## src/rtl/snn_config_loader_if.sv

```systemverilog
// Byte-stream configuration channel: valid/ready data plus a synchronous frame abort.
// A byte transfers on the clock edge where cfg_valid and cfg_ready are both high.
interface snn_config_loader_if;
  logic [7:0] cfg_data;
  logic       cfg_valid;
  logic       cfg_ready;
  logic       cfg_abort;

  modport master (output cfg_data, output cfg_valid, output cfg_abort, input cfg_ready);
  modport slave  (input cfg_data, input cfg_valid, input cfg_abort, output cfg_ready);
endinterface

```

## src/rtl/snn_config_loader.sv

```systemverilog
// Framed, XOR-checksummed config loader: fills a shadow image byte by byte and commits it
// atomically to the active SNN parameter buses; network enable is gated until first commit.
module snn_config_loader #(
  parameter int          WEIGHT_BITS = 328,
  parameter int          DELAY_BITS  = 656,
  parameter logic [7:0]  HEADER      = 8'hA5
) (
  input  logic                   clk,
  input  logic                   rst_n,
  snn_config_loader_if.slave     cfg,
  input  logic                   run_en_i,
  output logic                   snn_enable_o,
  output logic                   cfg_loaded_o,
  output logic                   cfg_done_o,
  output logic                   cfg_error_o,
  output logic                   busy_o,
  output logic [4:0]             threshold_o,
  output logic [2:0]             decay_o,
  output logic [4:0]             refractory_period_o,
  output logic [WEIGHT_BITS-1:0] weights_o,
  output logic [DELAY_BITS-1:0]  delays_o,
  output logic [1:0]             state_o
);
  localparam int WB      = WEIGHT_BITS / 8;
  localparam int DB      = DELAY_BITS / 8;
  localparam int PAYLOAD = 2 + WB + DB;
  localparam int CW      = $clog2(PAYLOAD + 1);
  localparam int WIW     = $clog2(WEIGHT_BITS);
  localparam int DIW     = $clog2(DELAY_BITS);

  localparam logic [CW-1:0] PAYLOAD_C = CW'(PAYLOAD);
  localparam logic [CW-1:0] W_START_C = CW'(2);
  localparam logic [CW-1:0] D_START_C = CW'(2 + WB);

  typedef enum logic [1:0] {
    ST_IDLE  = 2'd0,
    ST_LOAD  = 2'd1,
    ST_CHECK = 2'd2
  } state_e;

  state_e                 state_q, state_d;
  logic [CW-1:0]          cnt_q, cnt_d;
  logic [7:0]             xor_q, xor_d;
  logic [7:0]             chk_q, chk_d;
  logic [4:0]             sh_thr_q, sh_thr_d;
  logic [2:0]             sh_dec_q, sh_dec_d;
  logic [4:0]             sh_ref_q, sh_ref_d;
  logic [WEIGHT_BITS-1:0] sh_w_q, sh_w_d;
  logic [DELAY_BITS-1:0]  sh_d_q, sh_d_d;
  logic [4:0]             thr_q, thr_d;
  logic [2:0]             dec_q, dec_d;
  logic [4:0]             ref_q, ref_d;
  logic [WEIGHT_BITS-1:0] w_q, w_d;
  logic [DELAY_BITS-1:0]  d_q, d_d;
  logic                   loaded_q, loaded_d;
  logic                   done_q, done_d;
  logic                   err_q, err_d;

  logic                   ready;
  logic                   accept;
  logic [CW-1:0]          w_off, d_off;
  logic [WIW-1:0]         w_base;
  logic [DIW-1:0]         d_base;

  // Bit offsets of the current byte inside the weight / delay shadow buses.
  assign w_off  = cnt_q - W_START_C;
  assign d_off  = cnt_q - D_START_C;
  assign w_base = WIW'(w_off) << 3;
  assign d_base = DIW'(d_off) << 3;
  assign accept = cfg.cfg_valid & ready;

  always_comb begin
    state_d  = state_q;
    cnt_d    = cnt_q;
    xor_d    = xor_q;
    chk_d    = chk_q;
    sh_thr_d = sh_thr_q;
    sh_dec_d = sh_dec_q;
    sh_ref_d = sh_ref_q;
    sh_w_d   = sh_w_q;
    sh_d_d   = sh_d_q;
    thr_d    = thr_q;
    dec_d    = dec_q;
    ref_d    = ref_q;
    w_d      = w_q;
    d_d      = d_q;
    loaded_d = loaded_q;
    done_d   = 1'b0;
    err_d    = 1'b0;
    ready    = 1'b0;
    case (state_q)
      ST_IDLE: begin
        ready = 1'b1;
        if (accept && cfg.cfg_data == HEADER) begin
          state_d = ST_LOAD;
          cnt_d   = '0;
          xor_d   = '0;
        end
      end
      ST_LOAD: begin
        ready = 1'b1;
        // Abort wins over a byte presented in the same cycle.
        if (cfg.cfg_abort) begin
          state_d = ST_IDLE;
        end else if (accept) begin
          if (cnt_q == PAYLOAD_C) begin
            chk_d   = cfg.cfg_data;
            state_d = ST_CHECK;
          end else begin
            xor_d = xor_q ^ cfg.cfg_data;
            cnt_d = cnt_q + 1'b1;
            if (cnt_q == '0) begin
              sh_thr_d = cfg.cfg_data[4:0];
              sh_dec_d = cfg.cfg_data[7:5];
            end else if (cnt_q == CW'(1)) begin
              sh_ref_d = cfg.cfg_data[4:0];
            end else if (cnt_q < D_START_C) begin
              sh_w_d[w_base +: 8] = cfg.cfg_data;
            end else begin
              sh_d_d[d_base +: 8] = cfg.cfg_data;
            end
          end
        end
      end
      ST_CHECK: begin
        state_d = ST_IDLE;
        if (xor_q == chk_q) begin
          thr_d    = sh_thr_q;
          dec_d    = sh_dec_q;
          ref_d    = sh_ref_q;
          w_d      = sh_w_q;
          d_d      = sh_d_q;
          loaded_d = 1'b1;
          done_d   = 1'b1;
        end else begin
          err_d = 1'b1;
        end
      end
      default: state_d = ST_IDLE;
    endcase
  end

  always_ff @(posedge clk or negedge rst_n) begin
    if (!rst_n) begin
      state_q  <= ST_IDLE;
      cnt_q    <= '0;
      xor_q    <= '0;
      chk_q    <= '0;
      sh_thr_q <= '0;
      sh_dec_q <= '0;
      sh_ref_q <= '0;
      sh_w_q   <= '0;
      sh_d_q   <= '0;
      thr_q    <= '0;
      dec_q    <= '0;
      ref_q    <= '0;
      w_q      <= '0;
      d_q      <= '0;
      loaded_q <= 1'b0;
      done_q   <= 1'b0;
      err_q    <= 1'b0;
    end else begin
      state_q  <= state_d;
      cnt_q    <= cnt_d;
      xor_q    <= xor_d;
      chk_q    <= chk_d;
      sh_thr_q <= sh_thr_d;
      sh_dec_q <= sh_dec_d;
      sh_ref_q <= sh_ref_d;
      sh_w_q   <= sh_w_d;
      sh_d_q   <= sh_d_d;
      thr_q    <= thr_d;
      dec_q    <= dec_d;
      ref_q    <= ref_d;
      w_q      <= w_d;
      d_q      <= d_d;
      loaded_q <= loaded_d;
      done_q   <= done_d;
      err_q    <= err_d;
    end
  end

  assign cfg.cfg_ready         = ready;
  assign snn_enable_o          = run_en_i & loaded_q;
  assign cfg_loaded_o          = loaded_q;
  assign cfg_done_o            = done_q;
  assign cfg_error_o           = err_q;
  assign busy_o                = (state_q != ST_IDLE);
  assign threshold_o           = thr_q;
  assign decay_o               = dec_q;
  assign refractory_period_o   = ref_q;
  assign weights_o             = w_q;
  assign delays_o              = d_q;
  assign state_o               = state_q;
endmodule

```

## src/flat_wrapper.sv

```systemverilog
// flat-port wrapper written by rule: the top's interface ports become plain ports
module snn_config_loader_flat 
#(
  parameter int          WEIGHT_BITS = 328,
  parameter int          DELAY_BITS  = 656,
  parameter logic [7:0]  HEADER      = 8'hA5
)
  (clk, rst_n, run_en_i, snn_enable_o, cfg_loaded_o, cfg_done_o, cfg_error_o, busy_o, threshold_o, decay_o, refractory_period_o, weights_o, delays_o, state_o, cfg_cfg_data, cfg_cfg_valid, cfg_cfg_abort, cfg_cfg_ready);
  snn_config_loader_if cfg_i ();
  input  logic clk;
  input  logic rst_n;
  input  logic run_en_i;
  output logic snn_enable_o;
  output logic cfg_loaded_o;
  output logic cfg_done_o;
  output logic cfg_error_o;
  output logic busy_o;
  output logic [4:0] threshold_o;
  output logic [2:0] decay_o;
  output logic [4:0] refractory_period_o;
  output logic [WEIGHT_BITS-1:0] weights_o;
  output logic [DELAY_BITS-1:0] delays_o;
  output logic [1:0] state_o;
  input wire logic [$bits(cfg_i.cfg_data)-1:0] cfg_cfg_data;
  input wire logic [$bits(cfg_i.cfg_valid)-1:0] cfg_cfg_valid;
  input wire logic [$bits(cfg_i.cfg_abort)-1:0] cfg_cfg_abort;
  output wire logic [$bits(cfg_i.cfg_ready)-1:0] cfg_cfg_ready;
  assign cfg_i.cfg_data = cfg_cfg_data;
  assign cfg_i.cfg_valid = cfg_cfg_valid;
  assign cfg_i.cfg_abort = cfg_cfg_abort;
  assign cfg_cfg_ready = cfg_i.cfg_ready;
  snn_config_loader #(.WEIGHT_BITS(WEIGHT_BITS), .DELAY_BITS(DELAY_BITS), .HEADER(HEADER)) u_core (.clk(clk), .rst_n(rst_n), .cfg(cfg_i), .run_en_i(run_en_i), .snn_enable_o(snn_enable_o), .cfg_loaded_o(cfg_loaded_o), .cfg_done_o(cfg_done_o), .cfg_error_o(cfg_error_o), .busy_o(busy_o), .threshold_o(threshold_o), .decay_o(decay_o), .refractory_period_o(refractory_period_o), .weights_o(weights_o), .delays_o(delays_o), .state_o(state_o));
endmodule
```

## config.mk

```make
export PLATFORM = sky130hd
export DESIGN_NAME = snn_config_loader_flat
export DESIGN_NICKNAME = d
export VERILOG_FILES = /design/src/rtl/snn_config_loader_if.sv /design/src/rtl/snn_config_loader.sv /design/src/flat_wrapper.sv
export SDC_FILE = /design/constraint.sdc
export NUM_CORES = 2
export LEC_CHECK = 0
export ABC_AREA = 1
export BUFFER_PORTS_ARGS = -buffer_cell sky130_fd_sc_hd__buf_2
export CORE_ASPECT_RATIO = 0.7
export CORE_MARGIN = 1
export CORE_UTILIZATION = 58
export DETAILED_ROUTE_END_ITERATION = 12
export PLACE_DENSITY = 0.88
export SLEW_MARGIN = 20
export SYNTH_ARGS = -nofsm -noshare
export SYNTH_HDL_FRONTEND = slang
export SYNTH_SLANG_ARGS = --single-unit
```

## constraint.sdc

```tcl
create_clock -name clk -period 4.15 [get_ports clk]
set_input_delay 0.6225 -clock clk [delete_from_list [all_inputs] [get_ports clk]]
set_output_delay 0.6225 -clock clk [all_outputs]
set_load 0.02 [all_outputs]
```

==> insert_results.sql <==
INSERT INTO impl_metrics (metric_group, metric, value, unit) VALUES
('cells_and_area', 'layout-area-overhead-vs-synth', '17.2', '%'),
('sta', 'clock_skew', '0.0371', 'ns'),
('yosys', 'ys_async_sr_fraction', '100', '%'),
('sta', 'fin_worst_hold_slack', '0.0747', 'ns'),
('clock_tree', 'worst_setup_hold_path_clk_slew', '0.07', 'ns'),
('yosys', 'synthTopCellsByArea', 'sky130_fd_sc_hd__dfrtp_1 (61%), sky130_fd_sc_hd__nand2_1 (24%), sky130_fd_sc_hd__nand3_1 (2.9%)', ''),
('pwr', 'irDropWorstVdd', '520', 'µV'),
('clock_tree', 'cts_inserted_buffers', '183', ''),
('critical_path', 'worst_path_max_delay_cell', 'sky130_fd_sc_hd__nor2_1', ''),
('yosys', 'area_share_of_fa_ha_maj_cells_after_synthesis', '0.182', '%'),
('yosys', 'yosys.area_share.xor_xnor', '0.0728', '%'),
('cells_and_area', 'combined_area_of_the_multi_input_logic_cells', '28800', 'µm²'),
('clock_tree', 'cts.repair_timing.setup_buffer_count', '0', ''),
('yosys', 'synth.yosys.warnings', '0', ''),
('critical_path', 'cell_type_group_with_the_largest_total_delay_on_the_critical_path', 'simple AND/OR/NAND/NOR gates', ''),
('yosys', 'synth_largest_type_area_fraction', '61.3', '%'),
('clock_tree', 'number_of_levels_the_h_tree_was_split_into', '4', ''),
('pwr', 'leak_pwr', '0.0565', 'µW'),
('yosys', 'synth_flop_cell', 'sky130_fd_sc_hd__dfrtp_1', ''),
('drt', 'final_antenna_net_count', '0', ''),
('placement', 'placement.io_buffers', '1017', ''),
('yosys', 'number_of_flops_mapped_to_enable_cells_by_yosys', '0', ''),
('critical_path', 'worst_ep_required_time', '4.92', 'ns'),
('floorplanning', 'placement_rows', '115', ''),
('sta', 'setup_total_negative_slack', '0', 'ns'),
('floorplanning', 'die_h', '318', 'µm'),
('sta', 'grt_setup_unrepaired', 'false', ''),
('sta', 'max_clock_freq', '248', 'MHz'),
('yosys', 'synth.cell_area', '82500', 'µm²'),
('run_status', 'outcome', 'complete, no violations', ''),
('yosys', 'synth_compound_gate_area_share', '1.86', '%'),
('yosys', 'synth_commonest_cells', 'sky130_fd_sc_hd__nand2_1 (5348), sky130_fd_sc_hd__dfrtp_1 (2022), sky130_fd_sc_hd__nor2_1 (545)', ''),
('drt', 'routed_via_density', '5.94', ''),
('floorplanning', 'start_util', '58.6', '%'),
('sta', 'final-max-slew-violation-count', '0', ''),
('yosys', 'cells_after_synth', '9906', ''),
('yosys', 'synth.area.mux_share', '0', '%'),
('yosys', 'number_of_register_bits_inferred_by_synthesis', '2022', ''),
('grt', 'grtUsageTotal', '45.0', '%'),
('cells_and_area', 'n_fill_cell', '10800', ''),
('placement', 'post-dp-hpwl', '233000', 'µm'),
('critical_path', 'critical_path_type', 'reg2reg', ''),
('sta', 'timing.final.setup_violations', '0', ''),
('drt', 'first_iter_violations', '11200', ''),
('cells_and_area', 'num-nets-final', '10800', ''),
('placement', 'replace_congestion', '1.05', ''),
('critical_path', 'critical_path.startpoint_type', 'register', ''),
('floorplanning', 'io_pins', '1018', ''),
('drt', 'route.detailed.wl_per_inst', '25.4', 'µm'),
('yosys', 'synthMostInstantiatedCell', 'sky130_fd_sc_hd__nand2_1', ''),
('yosys', 'ys_types', '33', ''),
('yosys', 'synth_area_per_cell', '8.33', 'µm²'),
('run', 'drv.max_cap_violation_count', '0', ''),
('critical_path', 'crit_path_capture_type', 'register', ''),
('sta', 'finalHoldViolCount', '0', ''),
('sta', 'worst-slew-pin-transition', '1.18', 'ns'),
('drt', 'finalWirelength', '327000', 'µm'),
('floorplanning', 'die-width', '453', 'µm'),
('critical_path', 'regToRegSetupSlack', '0.12', 'ns'),
('cells_and_area', 'footprint_of_the_flip_flops_and_latches', '50600', 'µm²'),
('worst_hold_path', 'hp-class', 'in2reg', ''),
('clock_tree', 'clock_root_buffer', 'sky130_fd_sc_hd__clkbuf_16', ''),
('sta', 'final_min_period_over_clock_period', '97.2', '%'),
('grt', 'grt_max_degree', '257', ''),
('critical_path', 'slowest_delay', '0.93', 'ns'),
('floorplanning', 'die-area', '144000', 'µm²'),
('floorplanning', 'core_region_area', '141000', 'µm²'),
('clock_tree', 'clock_insertion_delay_worst_skew', '0.86', 'ns'),
('pwr', 'powerDensity', '430', 'nW/µm²'),
('drt', 'drt-pass1-iter-count', '9', ''),
('critical_path', 'crit_chain', 'inv_1 -> ha_1 -> nor2_2 -> inv_2 -> nor2_2 -> nand2_2 -> nor2_2 -> nand2_1 -> nand2_2 -> nand4_4 -> nor2_1 -> nand2_1 -> nand2_1', '');
[logic make-up (layout without fill, tap and decap cells)]
family | count (synthesis) | after routing
adders and majority gates | 12 | 12
xor gates and xnor gates | 6 | 6
DFF | 2022 | 2022
and+or+nand+nor | 6758 | 6758
AOI/OAI and AO/OA | 306 | 306
buffers and inverters | 802 | 1867
other | 0 | 24
[per-layer routing]
metal / vias up / part of all wire, % / global-route usage, %
met5: - / 0.039 / 0
met4: 20 / 7.4 / 28.1
met3: 1082 / 14 / 17.2
met2: 5312 / 40 / 59.8
met1: 37500 / 39 / 62.1
li1: 32500 / - / -
[path summary, 6_finish.rpt]
kind / endpoint / from / cells after the start
worst max-delay path: u_core.sh_d_q[196]$_DFFE_PN0P_ / u_core.cnt_q[1]$_DFFE_PN0P_ / 13
worst min-delay path: u_core.state_o[0]$_DFFE_PN0P_ / cfg_cfg_abort / 4
worst max register to register: u_core.sh_d_q[196]$_DFFE_PN0P_ / u_core.cnt_q[1]$_DFFE_PN0P_ / 13
worst min register to register: u_core.weights_o[284]$_DFFE_PN0P_ / u_core.sh_w_q[284]$_DFFE_PN0P_ / 2
max in group asynchronous: u_core.sh_w_q[66]$_DFFE_PN0P_ / rst_n / 3
min in group asynchronous: u_core.delays_o[29]$_DFFE_PN0P_ / rst_n / 2
[tightest hold or removal path, cell delays in order]
cell	delay, ns
sky130_fd_sc_hd__buf_2	0.09
sky130_fd_sc_hd__nor2_1	0.05
sky130_fd_sc_hd__nand2_1	0.06
sky130_fd_sc_hd__nand2_1	0.05
[cell type report]
type,instances,area share (%)
Tap cell,1872,2.42
Sequential cell,2022,52.3
Antenna cell,24,0.0621
Timing Repair Buffer,1227,7.48
Clock inverter,67,1.08
Clock buffer,268,5.62
Inverter,305,1.20
Multi-Input combinational cell,7082,29.8
[layout by cell type (no fill, tap or decap), types with 7 or more instances in the layout]
| cell | count |
|---|---|
| sky130_fd_sc_hd__buf_12 | 45 |
| sky130_fd_sc_hd__buf_2 | 1016 |
| sky130_fd_sc_hd__buf_4 | 165 |
| sky130_fd_sc_hd__bufinv_16 | 21 |
| sky130_fd_sc_hd__clkbuf_1 | 35 |
| sky130_fd_sc_hd__clkbuf_16 | 186 |
| sky130_fd_sc_hd__clkbuf_8 | 47 |
| sky130_fd_sc_hd__clkinv_1 | 7 |
| sky130_fd_sc_hd__clkinv_2 | 26 |
| sky130_fd_sc_hd__clkinvlp_4 | 7 |
| sky130_fd_sc_hd__dfrtp_1 | 2021 |
| sky130_fd_sc_hd__diode_2 | 24 |
| sky130_fd_sc_hd__ha_1 | 12 |
| sky130_fd_sc_hd__inv_1 | 274 |
| sky130_fd_sc_hd__inv_2 | 20 |
| sky130_fd_sc_hd__nand2_1 | 5340 |
| sky130_fd_sc_hd__nand2_2 | 12 |
| sky130_fd_sc_hd__nand3_1 | 478 |
| sky130_fd_sc_hd__nand3b_1 | 29 |
| sky130_fd_sc_hd__nand4_1 | 125 |
| sky130_fd_sc_hd__nor2_1 | 539 |
| sky130_fd_sc_hd__nor2_2 | 29 |
| sky130_fd_sc_hd__nor2_4 | 12 |
| sky130_fd_sc_hd__nor3_1 | 150 |
| sky130_fd_sc_hd__nor3_2 | 17 |
| sky130_fd_sc_hd__o21ai_0 | 279 |
| sky130_fd_sc_hd__o21ai_1 | 22 |
| sky130_fd_sc_hd__or2_2 | 8 |
[stage by stage]
| step | total power, µW | instance area [µm²] | setup slack, ns | instances |
|---|---|---|---|---|
| floorplan | 21600 | 82500 | 0.978 | 9906 |
| global placement | 23300 | 90100 | 0.293 | 12500 |
| detailed placement | 23400 | 90100 | 0.186 | 12500 |
| CTS | 41300 | 96600 | 0.148 | 12800 |
| global route | 42400 | 96600 | 0.0121 | 12800 |
| finish | 41600 | 96700 | 0.116 | 12900 |
[repair_timing]
action	4_1_cts	5_1_grt
hold buffers	1	0
endpoints found under the setup margin	0	13
resized for setup	0	5
endpoints found under the hold margin	72	0
[sequential cells by signal, summed over array words and instances, names as in the netlist]
name and cells:
u_core.delays_o 656, u_core.sh_d_q 656, u_core.sh_w_q 328, u_core.weights_o 328, u_core.chk_q 8, u_core.xor_q 8, u_core.cnt_q 7, u_core.refractory_period_o 5
u_core.sh_ref_q 5, u_core.sh_thr_q 5, u_core.threshold_o 5, u_core.decay_o 3, u_core.sh_dec_q 3, u_core.state_o 2, u_core.cfg_done_o 1, u_core.cfg_error_o 1
u_core.cfg_loaded_o 1
[power by group]
part | switching, µW | internal, µW
Sequential | 35.8 | 19700
Clock | 7950 | 10400
Combinational | 2900 | 525
Note: power is estimated with default switching activity, not from simulation.
